[config.mk]
export PLATFORM = sky130hd
export DESIGN_NAME = wishbone_data_if
export DESIGN_NICKNAME = d
export VERILOG_FILES = /design/src/rtl/wishbone_data_if.sv
export SDC_FILE = /design/constraint.sdc
export NUM_CORES = 1
export LEC_CHECK = 0
export CORE_MARGIN = 2
export CORE_UTILIZATION = 39
export DETAILED_ROUTE_END_ITERATION = 10
export GPL_TIMING_DRIVEN = 0
export PLACE_DENSITY = 0.77
export SETUP_SLACK_MARGIN = 0.02
export SLEW_MARGIN = 10
export SYNTH_ARGS = -nofsm -noshare
export SYNTH_HDL_FRONTEND = slang
export SYNTH_SLANG_ARGS = --single-unit
[constraint.sdc]
create_clock -name clk -period 4 [get_ports clk]
set_input_delay 1.2 -clock clk [delete_from_list [all_inputs] [get_ports clk]]
set_output_delay 1.2 -clock clk [all_outputs]
set_load 0.05 [all_outputs]
[src/rtl/wishbone_data_if.sv]
// -----------------------------------------------------------------------------
// wishbone_data_if
//
// Wishbone B4 classic master bridge for the openmips data-memory port.  Each
// single-cycle core access becomes exactly one Wishbone cycle.  The core is
// stalled until the slave acknowledges (or the watchdog aborts).  Read data is
// held for the MEM stage while other pipeline stages keep the core stalled.
//
// Handshake: the core presents a request by holding cpu_ce_i high.  A request
// sampled in IDLE (and not flushed) starts a Wishbone cycle on the next clock
// edge.  stallreq_o stays high until the cycle ends: wb_ack_i high while
// wb_cyc_o/wb_stb_o are high completes the transfer in that same clock,
// flush_i abandons it, or the watchdog aborts it after TIMEOUT cycles.  Only
// one Wishbone cycle is ever outstanding and there is always at least one idle
// bus cycle between transfers.
//
// Parameters:
//   TIMEOUT     max BUSY cycles without ack before abort; 0 disables watchdog
//   CNT_W       watchdog counter width, 2**CNT_W must exceed TIMEOUT
//
// Ports:
//   clk, rst          clock, asynchronous active-high reset
//   cpu_ce_i/we_i     core access request / write enable
//   cpu_addr_i        byte address
//   cpu_sel_i         byte lanes
//   cpu_data_i        write data
//   cpu_data_o        read data to the MEM stage (combinational)
//   stall_i           pipeline stall vector from ctrl
//   flush_i           pipeline flush
//   stallreq_o        stall request to ctrl (combinational)
//   bus_err_o         one-cycle pulse after a watchdog abort
//   wb_*_o            registered Wishbone master outputs
//   wb_dat_i/ack_i    Wishbone slave read data / acknowledge
//   dbg_state_o       FSM state: 0 = IDLE, 1 = BUSY, 2 = WAIT_STALL
// -----------------------------------------------------------------------------
module wishbone_data_if #(
   parameter int unsigned TIMEOUT = 255,
   parameter int unsigned CNT_W   = 8
) (
   input  logic        clk,
   input  logic        rst,
   input  logic        cpu_ce_i,
   input  logic        cpu_we_i,
   input  logic [31:0] cpu_addr_i,
   input  logic [3:0]  cpu_sel_i,
   input  logic [31:0] cpu_data_i,
   output logic [31:0] cpu_data_o,
   input  logic [5:0]  stall_i,
   input  logic        flush_i,
   output logic        stallreq_o,
   output logic        bus_err_o,
   output logic        wb_cyc_o,
   output logic        wb_stb_o,
   output logic        wb_we_o,
   output logic [31:0] wb_adr_o,
   output logic [3:0]  wb_sel_o,
   output logic [31:0] wb_dat_o,
   input  logic [31:0] wb_dat_i,
   input  logic        wb_ack_i,
   output logic [1:0]  dbg_state_o
);

   typedef enum logic [1:0] {
      S_IDLE       = 2'd0,
      S_BUSY       = 2'd1,
      S_WAIT_STALL = 2'd2
   } state_e;

   // Watchdog terminal count; unused (held at zero) when the watchdog is off.
   localparam bit               WD_EN   = (TIMEOUT != 0);
   localparam logic [CNT_W-1:0] WD_LAST = WD_EN ? CNT_W'(TIMEOUT - 1) : '0;

   state_e            state_q,   state_d;
   logic              cyc_q,     cyc_d;
   logic              stb_q,     stb_d;
   logic              we_q,      we_d;
   logic [31:0]       adr_q,     adr_d;
   logic [3:0]        sel_q,     sel_d;
   logic [31:0]       dat_q,     dat_d;
   logic [31:0]       rd_buf_q,  rd_buf_d;
   logic [CNT_W-1:0]  wd_cnt_q,  wd_cnt_d;
   logic              bus_err_q, bus_err_d;

   logic              stallreq_c;
   logic              end_cycle;
   logic              wd_expired;

   assign wd_expired = WD_EN && (wd_cnt_q == WD_LAST);

   always_comb begin
      state_d    = state_q;
      cyc_d      = cyc_q;
      stb_d      = stb_q;
      we_d       = we_q;
      adr_d      = adr_q;
      sel_d      = sel_q;
      dat_d      = dat_q;
      rd_buf_d   = rd_buf_q;
      wd_cnt_d   = wd_cnt_q;
      bus_err_d  = 1'b0;
      stallreq_c = 1'b0;
      cpu_data_o = '0;
      end_cycle  = 1'b0;

      case (state_q)
         S_IDLE: begin
            if (cpu_ce_i && !flush_i) begin
               stallreq_c = 1'b1;
               cyc_d      = 1'b1;
               stb_d      = 1'b1;
               we_d       = cpu_we_i;
               adr_d      = cpu_addr_i;
               sel_d      = cpu_sel_i;
               dat_d      = cpu_data_i;
               rd_buf_d   = '0;
               wd_cnt_d   = '0;
               state_d    = S_BUSY;
            end
         end

         S_BUSY: begin
            if (flush_i) begin
               // Flush beats a simultaneous ack: the access is abandoned and
               // the read buffer keeps its old contents.
               end_cycle = 1'b1;
               state_d   = S_IDLE;
            end else if (wb_ack_i) begin
               end_cycle  = 1'b1;
               cpu_data_o = we_q ? 32'h0 : wb_dat_i;
               if (!we_q) begin
                  rd_buf_d = wb_dat_i;
               end
               state_d = (stall_i != '0) ? S_WAIT_STALL : S_IDLE;
            end else if (wd_expired) begin
               end_cycle = 1'b1;
               bus_err_d = 1'b1;
               state_d   = (stall_i != '0) ? S_WAIT_STALL : S_IDLE;
            end else begin
               stallreq_c = 1'b1;
               // Saturating count; never wraps past the terminal value.
               if (WD_EN && (wd_cnt_q != WD_LAST)) begin
                  wd_cnt_d = wd_cnt_q + CNT_W'(1);
               end
            end
         end

         S_WAIT_STALL: begin
            // Present the captured read data until the pipeline moves on.
            cpu_data_o = rd_buf_q;
            if (flush_i || (stall_i == '0)) begin
               state_d = S_IDLE;
            end
         end

         default: begin
            state_d = S_IDLE;
         end
      endcase

      if (end_cycle) begin
         cyc_d = 1'b0;
         stb_d = 1'b0;
         we_d  = 1'b0;
         adr_d = '0;
         sel_d = '0;
         dat_d = '0;
      end
   end

   // Reset also masks the stall request, so a core still holding cpu_ce_i
   // during reset does not see a stall.
   assign stallreq_o = stallreq_c && !rst;

   always_ff @(posedge clk or posedge rst) begin
      if (rst) begin
         state_q   <= S_IDLE;
         cyc_q     <= 1'b0;
         stb_q     <= 1'b0;
         we_q      <= 1'b0;
         adr_q     <= '0;
         sel_q     <= '0;
         dat_q     <= '0;
         rd_buf_q  <= '0;
         wd_cnt_q  <= '0;
         bus_err_q <= 1'b0;
      end else begin
         state_q   <= state_d;
         cyc_q     <= cyc_d;
         stb_q     <= stb_d;
         we_q      <= we_d;
         adr_q     <= adr_d;
         sel_q     <= sel_d;
         dat_q     <= dat_d;
         rd_buf_q  <= rd_buf_d;
         wd_cnt_q  <= wd_cnt_d;
         bus_err_q <= bus_err_d;
      end
   end

   assign wb_cyc_o    = cyc_q;
   assign wb_stb_o    = stb_q;
   assign wb_we_o     = we_q;
   assign wb_adr_o    = adr_q;
   assign wb_sel_o    = sel_q;
   assign wb_dat_o    = dat_q;
   assign bus_err_o   = bus_err_q;
   assign dbg_state_o = state_q;

endmodule

==> results of run 1 <==
power breakdown:
group          switching, W  total [W]  leakage [nW]  internal, W
registers          0.000222    0.00174          1.52      0.00151
clock network      0.000521    0.00154         0.288      0.00102
logic               0.00231    0.00343          1.71      0.00111
state kept, by name, indices dropped and copies added (netlist names):
signal	cells
rd_buf_q	32
wb_adr_o	32
wb_dat_o	32
wd_cnt_q	8
wb_sel_o	4
dbg_state_o	2
bus_err_o	1
wb_stb_o	1
wb_we_o	1
synth_stat cells:
master	count
o22a_1	3
o221ai_1	1
o41ai_1	2
nor3b_1	1
o21bai_1	1
o21bai_2	1
and3b_1	1
o311ai_4	1
a32oi_1	32
nor4_1	2
buf_4	1
nand2_1	210
a21oi_1	71
and2_1	1
mux2i_1	1
and4_1	1
clkbuf_1	31
o31ai_1	4
nand4_1	1
a21o_1	1
o21a_1	2
nor2b_2	1
nor2_1	4
buf_2	12
a22o_1	1
o22ai_1	1
nor2b_1	33
nand2b_1	5
o21ai_0	35
buf_1	3
o211ai_1	1
or3_1	2
buf_6	2
dfrtp_1	113
nor3_1	6
ha_1	5
nand3_1	5
inv_1	7
or4_1	1
layout by cell type, fill, tap and decap left out, types with 14 or more instances in the layout:
master | Yosys | final
clkbuf_16 | 0 | 17
dfrtp_1 | 113 | 113
clkdlybuf4s50_1 | 0 | 183
a32oi_1 | 32 | 32
nor2b_1 | 33 | 32
a21oi_1 | 71 | 71
nand2_1 | 210 | 209
o21ai_0 | 35 | 35
buf_4 | 1 | 14
clkbuf_1 | 31 | 29
buf_2 | 12 | 30
routing by layer:
layer	part of all wire	vias to the layer above
li1	-	2547
met1	0.39	2495
met2	0.48	228
met3	0.11	30
met4	0.018	0
met5	0	-
stage by stage:
stage	hold slack [ps]	TNS [ps]
finish	480	0
global route	512	0
CTS	483	0
detailed placement	471	-36290
global placement	463	-36110
floorplan	450	0
repair_timing:
item / in CTS / in global routing
setup endpoints to repair: 33 / 33
pin swaps: 1 / 0
gates resized for setup: 197 / 6
buffers inserted: 2 / 1
gates cloned: 1 / 0
critical path, cell delays in order:
cell	delay, ps
clkdlybuf4s50_1	520
nor2b_4	230
nand2_4	110
clkbuf_4	210
o21a_1	130
nor2_1	90
buf_4	200
layout make-up:
cell class                 count  area, sq um
sequential                   113         2830
buffer                        49          251
clock inverter                 9          131
timing repair buffer         225         2160
fill                        1130         4890
tap                          176          220
clock buffer                  22          474
inverter                       7         30.0
multi-input combinational    437         2260
kinds of logic (layout without fill, tap and decap cells):
logic type | after synthesis | count (layout) | share of synthesized area
and+or+nand+nor | 274 | 274 | 0.222
AOI/OAI and AO/OA | 157 | 157 | 0.185
DFF | 113 | 113 | 0.533
buffers and inverters | 56 | 312 | 0.0460
adders and majority gates | 5 | 5 | 0.0118
muxes | 1 | 1 | 0.00189
how the worst max path moves through the flow:
stage,end,slack (ps),cells after the start
floorplan,cpu_data_o[0],90,4
global placement,cpu_data_o[27],-1200,6
detailed placement,cpu_data_o[27],-1190,6
CTS,cpu_data_o[27],4,7
global route,stallreq_o,30,7
finish,stallreq_o,90,7
==> results by group, run 1 <==
Run status
  • Status: finished clean

Placement
  • Port Buf Inserts: 218
  • Placer congestion estimate: approximately 0.84
  • Placed instance area: roughly 0.008 sq mm
  • Placed insts: about 1.0k
  • Setup WS pre-CTS: -1190 ps
  • Post-DP HPWL: 12300 microns

Run
  • Maxcap violations: 0

Timing
  • Post-layout worst setup margin: 93.9 ps
  • Final Critical Period: roughly 3900 ps
  • Achievable clock frequency: between 200 and 300 MHz
  • Worst-margin pin slew: 783 ps
  • Final Cycle Share: 0.977
  • Slew HR: 0.478
  • Final setup vio count: 0
  • Slew Limit Fails: 0
  • RSZ-0062 raised after global routing: no
  • Clk_skew: 7.97 ps
  • Hold Vio Cnt, Final: 0

Critical path
  • R2R Setup Slk: 1580 ps
  • Critical Path AT: 2710 ps
  • Worst R2R Start: dbg_state_o[0]
  • Reg2Reg Depth: 6
  • Critical Path Source: cpu_ce_i
  • Critical Path Fanout Max: 10
  • Worst reg2reg path endpoint: rd_buf_q[2]
  • Crit Path Category: in2out
  • CP Data Required Time: ~2800 ps
  • CP startpoint kind: input pin
  • Crit. End Element: output port

GRT
  • Vias in the first global route: ~5.4k
  • Global-route wire length before repair: 27800 microns
  • GR Util All Layers: 0.246
  • Grt met1 use: 0.283
  • Initial antenna violation count: 0
  • Pin count of the biggest net entering global routing: 37
  • M2 GR Usage: 0.403
  • GR Util met3: 0.117
  • GR Overflow Total: 0
  • Peak-usage layer in the global routing report: met2

Pwr
  • Power per cell area: 803 mW/mm^2
  • Leakage Power: approximately 3.5 nW
  • Peak supply drop: around 0.0006 V
  • Post-layout power: 0.00670 W

Layout
  • Fin area: approximately 0.0084 sq mm
  • Final Core Density: 0.631
  • Fin cells: 1038
  • Layout cells sized above 1: 0.110
  • Total Nets Final: 967
  • N_diodes: 0
  • Area Overhead vs Synth: 57.5%

Min path
  • HP Start: rd_buf_q[26]
  • Cells on Worst Hold Path: 2
  • Worst Hold Path EP: rd_buf_q[26]
  • Hold crit path type: reg2reg

Die
  • Die area: 0.0145 sq mm
  • # IOs: 219
  • Rows: 42
  • Die width: roughly 120 microns
  • Vert. Die Dim: 121 microns
  • Initial Utilization: 0.400
  • Core Footprint: around 0.013 sq mm

Route
  • DRT iter0 DRCs: 329
  • Avg Vias per Cell: 5.11
  • Antenna Violating Nets Remaining: 0
  • DR WL/cell: 16.5 microns
  • DR DRC count: 0
  • Pre-Repair DR Iteration Count: 4
  • Vias: 5300
  • Final WL: roughly 17000 microns

Clock network
  • Clock-pin slew on the worst setup and hold paths: about 50 ps
  • Post-CTS Hold Fix Bufs: 0
  • CTS tree: built
  • TritonCTS Buffers: 17
  • Clk sinks: 113
  • Clock Latency Late Sink: 420 ps
  • Root buffer cell: clkbuf_16
  • Clk buf depth: 2
  • H-tree depth: 4

Synthesis
  • Mapped Area: about 0.0053 sq mm
  • Synth unique cells: 39
  • Synth Instances: 606
  • Synth Register Bits: 113
  • Yosys top cell area share: 0.533
  • Register area share after synthesis: 0.533
  • Area contributors post-synth: dfrtp_1, nand2_1, a21oi_1, a32oi_1, nor2b_1
  • Avg Cell Area, Syn: ~8.8 sq um
  • Post-synth net total: 723
  • Synth Warn #: 0
  • Yosys top cell by area: dfrtp_1
Power figures use the tool's default switching activity.
==> inputs of run 2 (changes only) <==
--- a/config.mk
+++ b/config.mk
@@ -11,7 +11,7 @@
 export GPL_TIMING_DRIVEN = 0
 export PLACE_DENSITY = 0.77
 export SETUP_SLACK_MARGIN = 0.02
-export SLEW_MARGIN = 10
+export SKIP_CTS_REPAIR_TIMING = 1
 export SYNTH_ARGS = -nofsm -noshare
 export SYNTH_HDL_FRONTEND = slang
 export SYNTH_SLANG_ARGS = --single-unit
==> results by group, run 2 (synthesis results as in run 1) <==
Timing
  • Achievable clock frequency: 256 MHz
  • Setup TNS: 0 ps
  • Hold Vio Cnt, Final: 0
  • Final Critical Period: 3900 ps
  • Slew Limit Fails: 0
  • Final Cycle Share: 0.976
  • RSZ-0062 raised after global routing: no
  • Post-layout worst setup margin: 96.5 ps
  • Final setup vio count: 0
  • Worst-margin pin slew: a little under 800 ps
  • Slew HR: 0.485
  • Clk_skew: 8.64 ps

GRT
  • GR Util All Layers: 0.244
  • Pin count of the biggest net entering global routing: 37
  • Vias in the first global route: about 5.4k
  • GR Overflow Total: 0
  • Global-route wire length before repair: 27700 microns
  • Initial antenna violation count: 0

Layout
  • Total Nets Final: between 900 and 1k
  • Fin area: 0.00839 sq mm
  • Multi-input logic area: approximately 0.0023 sq mm
  • Layout cells sized above 1: 0.111
  • Final Core Density: 0.633
  • Area Overhead vs Synth: 58.2%
  • N_diodes: 0
  • Most common cell after layout, fill and taps aside: nand2_1
  • Most frequent cells in the layout: nand2_1, clkdlybuf4s50_1, dfrtp_1, a21oi_1, o21ai_0
  • Fill count: 1117
  • FF+latch area: approximately 0.0028 sq mm

Clock network
  • CTS tree: built
  • Clock Latency Late Sink: 420 ps
  • H-tree depth: 4
  • Root buffer cell: clkbuf_16
  • Clk sinks: 113
  • TritonCTS Buffers: 17
  • Clock-pin slew on the worst setup and hold paths: 50 ps
  • Clk buf depth: 2

Run status
  • Status: finished clean

Route
  • Antenna Violating Nets Remaining: 0
  • Pre-Repair DR Iteration Count: 5
  • Avg Vias per Cell: 5.10
  • DRT iter0 DRCs: 304
  • DR WL/cell: 16.5 microns
  • Final WL: 17200 microns
  • DR DRC count: 0
  • Vias: 5295

Die
  • Rows: 42
  • Initial Utilization: 0.400
  • Vert. Die Dim: 121 microns
  • Core Footprint: 0.0132 sq mm
  • Die width: 121 microns
  • Die area: 0.0145 sq mm
  • # IOs: 219

Placement
  • Placed instance area: slightly below 0.008 sq mm
  • Post-DP HPWL: 12300 microns
  • Placer congestion estimate: 0.838
  • Setup WS pre-CTS: -1190 ps
  • Port Buf Inserts: around 220

Critical path
  • Slowest cell on crit path: clkdlybuf4s50_1
  • CP Data Required Time: around 2800 ps
  • Critical Path AT: roughly 2700 ps
  • CP cell instances: clkdlybuf4s50_1 > nor2b_4 > nand2_4 > clkbuf_4 > o21a_1 > nor2_1 > buf_4
  • CP max stage delay: 520 ps
  • Critical Path Fanout Max: 10
  • Crit Path Category: in2out
  • Crit. End Element: output port
  • CP startpoint kind: input pin

Min path
  • Hold crit path type: reg2reg

Run
  • Maxcap violations: 0

Pwr
  • Leakage Power: 3.52 nW
  • Power per cell area: 800 mW/mm^2
  • Peak supply drop: roughly 0.0006 V
==> run 2: cell types whose count changed in the layout (fill, tap and decap cells not counted), sizes merged <==
cell,before,now
clkbuf,55,70
buf,56,42
dlygate4sd2,1,0
dlymetal6s2s,1,2
==> run 2: final timing paths <==
kind	from	end	slack [ps]	cells after the start
setup / recovery	cpu_ce_i	stallreq_o	100	7
hold / removal	rd_buf_q[26]	rd_buf_q[26]	480	2
setup reg to reg	dbg_state_o[0]	rd_buf_q[6]	1630	6
hold reg to reg	rd_buf_q[26]	rd_buf_q[26]	480	2
max in group asynchronous	rst	wb_adr_o[12]	2010	4
min in group asynchronous	rst	wb_dat_o[26]	1220	2
==> run 2: cell type report <==
class                           instances  share of cell area
Timing Repair Buffer                  226               0.263
Buffer                                 49              0.0291
Tap cell                              176              0.0263
Clock inverter                          9              0.0157
Sequential cell                       113               0.337
Multi-Input combinational cell        437               0.269
Inverter                                7             0.00358
Clock buffer                           22              0.0565
==> run 2: layer usage <==
metal	GRT usage	vias to the layer above	wire, microns
met5	0	-	0
met4	0.0799	0	242
met3	0.117	22	1970
met2	0.403	224	8340
met1	0.280	2501	6630
li1	-	2548	-
==> run 2: through the flow <==
| step | power (W) | hold WS (ps) | cells |
|---|---|---|---|
| floorplan | 0.00396 | 450 | 606 |
| global placement | 0.00511 | 463 | 1000 |
| detailed placement | 0.00516 | 471 | 1003 |
| CTS | 0.00674 | 483 | 1034 |
| global route | 0.00707 | 512 | 1039 |
| finish | 0.00671 | 482 | 1039 |
==> run 2: worst max-delay path, delay by kind of cell <==
kind            cells  cell delay (ps)
simple gates        3              430
buf+inv             3              930
compound gates      1              130
==> run 2: power breakdown <==
group / leakage (nW) / switching (W) / internal (W) / total, W
logic: 1.71 / 0.00231 / 0.00112 / 0.00343
registers: 1.52 / 0.000223 / 0.00151 / 0.00174
clock network: 0.288 / 0.000522 / 0.00102 / 0.00154
total: 3.52 / 0.00306 / 0.00366 / 0.00671
==> inputs of run 3 (changes only) <==
--- a/config.mk
+++ b/config.mk
@@ -5,13 +5,15 @@
 export SDC_FILE = /design/constraint.sdc
 export NUM_CORES = 1
 export LEC_CHECK = 0
+export CORE_ASPECT_RATIO = 0.75
 export CORE_MARGIN = 2
 export CORE_UTILIZATION = 39
 export DETAILED_ROUTE_END_ITERATION = 10
 export GPL_TIMING_DRIVEN = 0
 export PLACE_DENSITY = 0.77
-export SETUP_SLACK_MARGIN = 0.02
+export SETUP_SLACK_MARGIN = 0.1
 export SKIP_CTS_REPAIR_TIMING = 1
 export SYNTH_ARGS = -nofsm -noshare
 export SYNTH_HDL_FRONTEND = slang
 export SYNTH_SLANG_ARGS = --single-unit
+export TNS_END_PERCENT = 50
==> results by group, run 3 (synthesis results as in run 1) <==
Run status
  • Status: finished clean

Die
  • Rows: 36
  • Vert. Die Dim: 105 microns
  • # IOs: 219
  • Initial Utilization: 0.403
  • Die width: 139 microns
  • Die area: between 0.01 and 0.015 sq mm
  • Core Footprint: 0.0132 sq mm

Timing
  • Final setup vio count: 0
  • Hold Vio Cnt, Final: 0
  • Slew HR: 0.485
  • Min Hold Slack: 484 ps
  • Worst-margin pin slew: between 700 and 800 ps
  • Clk_skew: 11.9 ps
  • Achievable clock frequency: between 200 and 300 MHz
  • Slew Limit Fails: 0
  • RSZ-0062 raised after global routing: yes
  • Final Critical Period: 3860 ps
  • Final Cycle Share: 0.964

Critical path
  • CP max stage delay: ~520 ps
  • Crit Path Category: in2out
  • Critical Path AT: 2660 ps
  • CP Data Required Time: approximately 2800 ps
  • CP startpoint kind: input pin
  • Critical Path Fanout Max: 10
  • Slowest cell on crit path: clkdlybuf4s50_1
  • Cell family with most CP delay: buffers and inverters
  • Most used cell along the critical path: buf_4
  • CP cell instances: clkdlybuf4s50_1 > nor2b_4 > nand2_4 > buf_4 > o21a_1 > nor2_1 > buf_4
  • Crit. End Element: output port
  • CP bufs+invs: 3

Route
  • DR WL/cell: between 15 and 20 microns
  • Routed wire length on met3: 1710 microns
  • DR DRC count: 0
  • Top layer in use: met4
  • Antenna Violating Nets Remaining: 0
  • Vias: 5326
  • Pre-Repair DR Iteration Count: 5
  • DRT met1 WL: 7440 microns
  • Met2 routed WL: 7700 microns
  • DRT iter0 DRCs: just over 300
  • Avg Vias per Cell: 5.17
  • Final WL: 17200 microns

Layout
  • Most frequent cells in the layout: nand2_1, clkdlybuf4s50_1, dfrtp_1, a21oi_1, o21ai_0
  • Total Nets Final: 964
  • Most common cell after layout, fill and taps aside: nand2_1
  • Fill count: 1144
  • Layout cells sized above 1: 0.108
  • N_diodes: 0
  • Area Overhead vs Synth: 55.8%
  • Fin area: 0.00826 sq mm

GRT
  • Global-route wire length before repair: 27700 microns
  • Vias in the first global route: 5446
  • GR Util All Layers: 0.237
  • GR Overflow Total: 0
  • Pin count of the biggest net entering global routing: 32
  • Initial antenna violation count: 0

Placement
  • Port Buf Inserts: between 200 and 250
  • Post-DP HPWL: 12300 microns
  • Placed instance area: 0.00776 sq mm
  • Placer congestion estimate: 0.855

Clock network
  • CTS tree: built
  • Clk sinks: 113
  • Clk buf depth: 2
  • Root buffer cell: clkbuf_16
  • Clock Latency Late Sink: approximately 410 ps
  • TritonCTS Buffers: 17
  • H-tree depth: 4
  • Clock-pin slew on the worst setup and hold paths: 50 ps

Pwr
  • Leakage Power: about 3.5 nW
  • Post-layout power: 0.00656 W
  • Power per cell area: 795 mW/mm^2
  • Peak supply drop: 0.000419 V

Min path
  • Hold crit path type: reg2reg

Run
  • Maxcap violations: 0
[run 3: cell types whose count changed in the layout (fill, tap and decap cells not counted), moves of 2 or more]
| cell | change |
|---|---|
| buf_2 | +7 |
| buf_4 | -6 |
| buf_6 | -3 |
| bufinv_16 | -2 |
| clkbuf_2 | +4 |
| clkbuf_4 | -6 |
| clkbuf_8 | -2 |
| clkinvlp_4 | +4 |
[run 3: area by class of cell]
| type | count | area, sq um | area share |
|---|---|---|---|
| Clock inverter | 13 | 115 | 0.0139 |
| Buffer | 49 | 244 | 0.0295 |
| Tap cell | 171 | 214 | 0.0259 |
| Multi-Input combinational cell | 437 | 2250 | 0.273 |
| Timing Repair Buffer | 222 | 2130 | 0.258 |
| Inverter | 7 | 30.0 | 0.00363 |
| Clock buffer | 19 | 443 | 0.0536 |
| Sequential cell | 113 | 2830 | 0.342 |
[run 3: final timing paths]
| path | depth (start not counted) | start | end | slack (ps) |
|---|---|---|---|---|
| max in group asynchronous | 5 | rst | wb_adr_o[12] | 1700 |
| min | 2 | rd_buf_q[2] | rd_buf_q[2] | 480 |
| min reg2reg | 2 | rd_buf_q[2] | rd_buf_q[2] | 480 |
| max | 7 | cpu_ce_i | stallreq_o | 140 |
| max reg2reg | 6 | dbg_state_o[0] | rd_buf_q[4] | 1630 |
| min in group asynchronous | 2 | rst | wb_dat_o[28] | 1280 |
[run 3: worst min-delay path, stage by stage, from the launching register on]
cell and delay [ps]:
dfrtp_1 340, nand2_1 50, o21ai_0 60
[run 3: per-layer routing]
metal  up-vias  track usage
met4         0       0.0736
met2       222        0.376
met5         -            0
met3        26       0.0995
met1      2536        0.297
li1       2542            -
[run 3: report_power, final]
group	internal [W]	total, W	switching, W
clock network	0.000866	0.00141	0.000547
logic	0.00110	0.00342	0.00231
registers	0.00151	0.00174	0.000222
total	0.00348	0.00656	0.00308
[run 3: per-stage QoR]
step / util / std cells / setup WS (ps) / setup TNS [ps]
2_1_floorplan: - / 606 / 93.2 / 0
3_3_place_gp: 0.586 / 995 / -1120 / -33850
3_5_place_dp: 0.590 / 998 / -1100 / -33810
4_1_cts: 0.633 / 1030 / -1110 / -34170
5_1_grt: 0.628 / 1031 / 79.3 / 0
6_report: 0.628 / 1031 / 142 / 0
